===== src/rtl/pim_outbuf_pkg.sv =====
// Shared types and helpers for the PIM output buffer: FSM states, default sizes
// and the bus-to-group slice mapping.
package pim_outbuf_pkg;

    localparam int unsigned NUM_GROUPS_DEF = 32;
    localparam int unsigned GROUP_W_DEF    = 32;

    typedef enum logic [1:0] {
        StIdle,
        StStream,
        StDone
    } state_e;

    // Group 0 sits in the MSB slice of the eFlash bus.
    function automatic int unsigned group_lsb(input int unsigned idx,
                                              input int unsigned num_groups,
                                              input int unsigned group_w);
        return (num_groups - 1 - idx) * group_w;
    endfunction

endpackage


===== src/rtl/pim_outbuf_bank.sv =====
// Capture register bank: writes every group from the wide bus at once,
// reads one group selected by index.
module pim_outbuf_bank
    import pim_outbuf_pkg::*;
#(
    parameter int unsigned NUM_GROUPS = NUM_GROUPS_DEF,
    parameter int unsigned GROUP_W    = GROUP_W_DEF
) (
    input  logic                            clk_i,
    input  logic                            rst_ni,
    input  logic                            we_i,
    input  logic [NUM_GROUPS*GROUP_W-1:0]   data_i,
    input  logic [$clog2(NUM_GROUPS)-1:0]   rd_idx_i,
    output logic [GROUP_W-1:0]              rd_data_o
);

    logic [GROUP_W-1:0] bank_q [NUM_GROUPS];

    for (genvar g = 0; g < NUM_GROUPS; g++) begin : g_grp
        localparam int unsigned Lsb = group_lsb(g, NUM_GROUPS, GROUP_W);

        always_ff @(posedge clk_i or negedge rst_ni) begin
            if (!rst_ni) begin
                bank_q[g] <= '0;
            end else if (we_i) begin
                bank_q[g] <= data_i[Lsb +: GROUP_W];
            end
        end
    end

    assign rd_data_o = bank_q[rd_idx_i];

endmodule


===== src/rtl/pim_out_buffer_stream.sv =====
// PIM output buffer: captures a wide result word and streams a wrap-around
// range of groups over valid/ready with optional zero-point subtraction.
module pim_out_buffer_stream
    import pim_outbuf_pkg::*;
#(
    parameter int unsigned NUM_GROUPS = NUM_GROUPS_DEF,
    parameter int unsigned GROUP_W    = GROUP_W_DEF
) (
    input  logic                                clk_i,
    input  logic                                rst_ni,
    input  logic [NUM_GROUPS*GROUP_W-1:0]       data_i,
    input  logic                                capture_i,
    input  logic                                zero_point_en_i,
    input  logic [GROUP_W-1:0]                  zero_point_i,
    input  logic                                load_start_i,
    input  logic [$clog2(NUM_GROUPS)-1:0]       load_base_i,
    input  logic [$clog2(NUM_GROUPS):0]         load_len_i,
    output logic                                out_valid_o,
    input  logic                                out_ready_i,
    output logic [GROUP_W-1:0]                  out_data_o,
    output logic [$clog2(NUM_GROUPS)-1:0]       out_idx_o,
    output logic                                busy_o,
    output logic                                done_o,
    output logic                                err_o
);

    localparam int unsigned IDX_W = $clog2(NUM_GROUPS);
    localparam int unsigned LenMaxInt = NUM_GROUPS;
    localparam logic [IDX_W:0] LenMax = LenMaxInt[IDX_W:0];
    localparam logic [IDX_W:0] LenOne = {{IDX_W{1'b0}}, 1'b1};

    state_e             state_q, state_d;
    logic [IDX_W-1:0]   cur_idx_q, cur_idx_d;
    logic [IDX_W:0]     remaining_q, remaining_d;
    logic [GROUP_W-1:0] zp_q, zp_d;
    logic               zp_en_q, zp_en_d;
    logic               err_q, err_d;
    logic               bank_we;
    logic [GROUP_W-1:0] rd_data;
    logic               len_ok;

    pim_outbuf_bank #(
        .NUM_GROUPS (NUM_GROUPS),
        .GROUP_W    (GROUP_W)
    ) u_bank (
        .clk_i     (clk_i),
        .rst_ni    (rst_ni),
        .we_i      (bank_we),
        .data_i    (data_i),
        .rd_idx_i  (cur_idx_q),
        .rd_data_o (rd_data)
    );

    assign len_ok = (load_len_i != '0) && (load_len_i <= LenMax);

    always_comb begin
        state_d     = state_q;
        cur_idx_d   = cur_idx_q;
        remaining_d = remaining_q;
        zp_d        = zp_q;
        zp_en_d     = zp_en_q;
        err_d       = 1'b0;
        bank_we     = 1'b0;
        out_valid_o = 1'b0;
        out_data_o  = '0;
        out_idx_o   = '0;

        unique case (state_q)
            StIdle, StDone: begin
                bank_we = capture_i;
                state_d = StIdle;
                if (load_start_i) begin
                    if (len_ok) begin
                        state_d     = StStream;
                        cur_idx_d   = load_base_i;
                        remaining_d = load_len_i;
                        zp_d        = zero_point_i;
                        zp_en_d     = zero_point_en_i;
                    end else begin
                        err_d = 1'b1;
                    end
                end
            end
            StStream: begin
                out_valid_o = 1'b1;
                out_idx_o   = cur_idx_q;
                out_data_o  = rd_data - (zp_en_q ? zp_q : '0);
                // Bank is frozen and new bursts are refused while streaming.
                err_d       = capture_i | load_start_i;
                if (out_ready_i) begin
                    cur_idx_d   = cur_idx_q + IDX_W'(1);
                    remaining_d = remaining_q - LenOne;
                    if (remaining_q == LenOne) begin
                        state_d = StDone;
                    end
                end
            end
            default: state_d = StIdle;
        endcase
    end

    always_ff @(posedge clk_i or negedge rst_ni) begin
        if (!rst_ni) begin
            state_q     <= StIdle;
            cur_idx_q   <= '0;
            remaining_q <= '0;
            zp_q        <= '0;
            zp_en_q     <= 1'b0;
            err_q       <= 1'b0;
        end else begin
            state_q     <= state_d;
            cur_idx_q   <= cur_idx_d;
            remaining_q <= remaining_d;
            zp_q        <= zp_d;
            zp_en_q     <= zp_en_d;
            err_q       <= err_d;
        end
    end

    assign busy_o = (state_q != StIdle);
    assign done_o = (state_q == StDone);
    assign err_o  = err_q;

endmodule

===== config.mk =====
export PLATFORM = sky130hd
export DESIGN_NAME = pim_out_buffer_stream
export DESIGN_NICKNAME = d
export VERILOG_FILES = /design/src/rtl/pim_outbuf_pkg.sv /design/src/rtl/pim_outbuf_bank.sv /design/src/rtl/pim_out_buffer_stream.sv
export SDC_FILE = /design/constraint.sdc
export NUM_CORES = 2
export LEC_CHECK = 0
export ABC_AREA = 1
export BUFFER_PORTS_ARGS = -buffer_cell sky130_fd_sc_hd__buf_4
export CORE_AREA = 2 2 432 434
export CTS_BUF_LIST = sky130_fd_sc_hd__clkbuf_16
export CTS_CLUSTER_SIZE = 28
export DETAILED_ROUTE_END_ITERATION = 7
export DIE_AREA = 0 0 434 436
export GPL_TIMING_DRIVEN = 0
export PLACE_DENSITY = 0.48
export REMOVE_ABC_BUFFERS = 1
export SLEW_MARGIN = 15
export SYNTH_ARGS = -nofsm -noshare
export SYNTH_HDL_FRONTEND = slang
export SYNTH_SLANG_ARGS = --single-unit
export TNS_END_PERCENT = 100

===== constraint.sdc =====
create_clock -name clk_i -period 7.35 [get_ports clk_i]
set_input_delay 1.1025 -clock clk_i [delete_from_list [all_inputs] [get_ports clk_i]]
set_output_delay 1.1025 -clock clk_i [all_outputs]
set_load 0.01 [all_outputs]

==> summary.md <==
| Metric | Value |
|---|---|
| Largest net degree at the start of global routing | `around 140` |
| Syn_area_per_cell | `around 11 µm²` |
| Fin. max-slew vios | `0` |
| Reg power frac | `31.2%` |
| GP Congestion | `about 0.85` |
| Area growth, synth to finish | `31.3%` |
| Fmax | `roughly 0.14 GHz` |
| Maxcap violations | `0` |
| Outcome | `finished clean` |
| IO Port Bufs | `1113` |
| Commonest non-fill, non-tap cell in the layout | `buf_4` |
| Die Wd | `434 µm` |
| Synthesis Warnings | `0` |
| Most used cell, CP | `nor2_1` |
| Ys async rst share | `100%` |
| P_leak | `0.0296 µW` |
| Finished Cell Area | `66800 µm²` |
| EDFF count, synth | `0` |
| Max_slew headroom | `44.2%` |
| Power density cells | `506 nW/µm²` |
| IO Pins | `between 1000 and 1500` |
| CTS tree | `yes` |
| DR vias | `40200` |
| Clk pin slew, worst setup/hold paths | `60 ps` |
| Area occupied by multi-input gates | `22100 µm²` |
| Wirelength, routed | `~210000 µm` |
| Final setup viols | `0` |
| # hold bufs at CTS | `0` |
| Setup repair after global routing missed its margin | `false` |
| GR Overflow Total | `0` |
| Fillers | `18800` |
| Vias in the first global route | `between 40000 and 50000` |
| Initial antenna violation count | `87` |
| Final #Nets | `6769` |
| Switching share of power | `a little over two fifths` |
| Critical path class | `reg -> out` |
| Storage cell area | `26800 µm²` |
| First-pass DRT Iterations | `6` |
| Root buffer cell | `clkbuf_16` |
| Final Cycle Share | `95.4%` |
| Iteration-0 DRC Markers | `around 2400` |
| Clk buf depth | `3` |
| Least-Margin Pin Slew | `832 ps` |
| Post-DP HPWL | `149000 µm` |
| Initial Util | `around 28%` |
| Crit-path slowest cell | `dfrtp_4` |
| DIE HEIGHT | `approximately 440 µm` |
| DR vias/cell | `between 4 and 5` |
| Dpl cells | `8001` |
| Layer with the highest usage | `met2` |
| Peak supply drop | `0.303 mV` |
| CTS buffer count | `133` |
| Arrival time worst endpoint | `5910 ps` |
| Switching pwr | `14300 µW` |
| Crit. Startpoint | `cur_idx_q[0]` |
| FF+latch count, synth | `~1100` |
| RR Startpoint | `state_q[0]` |
| Final core utilization | `36.2%` |
| FP Rows | `approximately 160` |
| Placed instance area | `62500 µm²` |
| Fin cells | `8279` |
| DRT antenna net count | `0` |
| Critical Path RT | `6250 ps` |
| Post-synthesis sequential area ratio | `52.7%` |
| Routed len/inst | `~25 µm` |
| TNS Setup | `0 ps` |
| P_int | `19500 µW` |
| CORE AREA | `roughly 180000 µm²` |
| Routing usage on met3 | `roughly 5.8%` |
| Synthesized area | `just over 50000 µm²` |
| Post-synth cell types | `39` |
| Top FF cell, synth | `dfrtp_1` |
| Crit Path Max Fanout | `106` |
| Crit-path cells | `inv_8 -> buf_16 -> buf_16 -> o21ai_1 -> o211ai_1 -> o211ai_1 -> nand3_1 -> o21ai_2 -> inv_1 -> ha_1 -> a21oi_1 -> nor2_1 -> nor2_1 -> o21ai_1 -> nand4_1 -> nand3_1 -> nand2_1 -> nand2_1 -> nor2_1 -> buf_4` |
| Crit path largest cell delay | `690 ps` |
| Nature of the critical path endpoint | `primary output` |
| Syn Inst Count | `approximately 4700` |
| First-pass GRT wire length | `292000 µm` |
| Most frequent cells in the layout | `buf_4 (1112), dfrtp_1 (1066), mux2_2 (1038)` |
| Final min period | `7010 ps` |
| Worst Hold Class | `in -> async` |
| GRT Util Overall | `21.2%` |
| Combinational share of power | `50.1%` |
| Startpoint types | `flip-flop` |
| Sink Count | `1071` |
| Clk_skew | `between 20 and 25 ps` |
| M1 GR Usage | `25.3%` |
| Hold Vio Cnt, Final | `0` |
| Clock latency on the worst-skew pair | `780 ps` |
| Clock share of power | `a little under a fifth` |
| Share of cells above drive strength 1 | `about two fifths` |
| DRC violations left | `0` |
| Die area | `189000 µm²` |
| H-tree depth | `4` |
| GR met2 Demand/Resource | `35.9%` |
-- stage by stage --
stage | total power [µW] | hold WS (ps) | setup WS, ps
final | 33800 | 221 | 338
after global routing | 36300 | 216 | 6.81
after CTS | 34400 | 176 | 54.5
after detailed placement | 27800 | 487 | 155
after global placement | 24200 | 482 | -50920
after floorplan | 21600 | 474 | -17880
-- worst max-delay path: cells and delay by family, from the launching register on --
kind,cells,cell delay [ps]
compound gates,6,1610
simple gates,8,1040
buf+inv,5,1250
fa+ha+maj,1,370
flops,1,690
-- layout make-up --
class,count,area share [%]
sequential,1071,40.2
tap,2480,4.65
timing repair buffer,1181,15.1
clock inverter,92,0.937
inverter,105,0.639
antenna,44,0.165
clock buffer,139,5.21
multi-input combinational,3167,33.1
-- final timing paths --
kind | endpoint | slack, ps | depth (start not counted)
setup reg to reg | u_bank.bank_q[805] | 3850 | 9
hold / removal | u_bank.bank_q[419] | 220 | 1
max in group asynchronous | u_bank.bank_q[86] | 4360 | 5
setup / recovery | out_data_o[24] | 340 | 20
hold reg to reg | u_bank.bank_q[723] | 500 | 1
min in group clk_i | u_bank.bank_q[723] | 500 | 1
-- cell families (layout without fill, tap and decap cells) --
family	count (synthesis)	after routing	synth area share [%]
xor+xnor	6	6	0.103
buf+inv	444	1517	3.88
other cells	0	44	0
compound gates	946	946	10.5
mux	1038	1038	23.0
fa+ha+maj	37	37	0.925
flops	1071	1071	52.7
simple gates	1140	1140	8.90
-- layer usage --
metal  up-vias  routed length, µm  part of all wire (%)
li1      18500                  -                     -
met1     20300              82600                    40
met2      1075             103000                    50
met3       307              13800                   6.7
met4        46               7550                   3.7
met5         -                301                  0.15
-- sequential cells by signal, summed over array words and instances, names as in the netlist --
name	cells
cur_idx_q	5
err_o	1
remaining_q	6
state_q	2
u_bank.bank_q	1024
zp_en_q	1
zp_q	32
-- repair_timing --
item / in CTS / in global routing
endpoints found under the setup margin: 20 / 3
setup buffers: 2 / 1
gates resized for setup: 3 / 4
gates cloned: 0 / 0
-- power by group through the flow --
stage          registers [µW]  logic, µW  clock network, µW
4_1_cts                 10500      17300               6550
6_report                10500      16900               6340
3_3_place_gp             9700      14500                  0
2_1_floorplan           10300      11300                  0
3_5_place_dp            10600      17200                  0
5_1_grt                 10900      18600               6780
-- cells in the mapped netlist, types with 13 or more instances --
cell,number,area (µm²)
a21oi_1,77,385
o21ai_1,59,295
clkbuf_1,144,541
nand2_1,316,1190
nand4_1,35,219
o22ai_1,154,963
buf_2,165,826
buf_1,13,48.8
mux2_2,1038,11700
nand3_1,97,485
o211ai_1,67,503
nor2_1,676,2540
dfrtp_1,1071,26800
ha_1,36,450
inv_1,101,379
o221ai_1,58,508
o21ai_0,515,2580
Power figures use the tool's default switching activity.
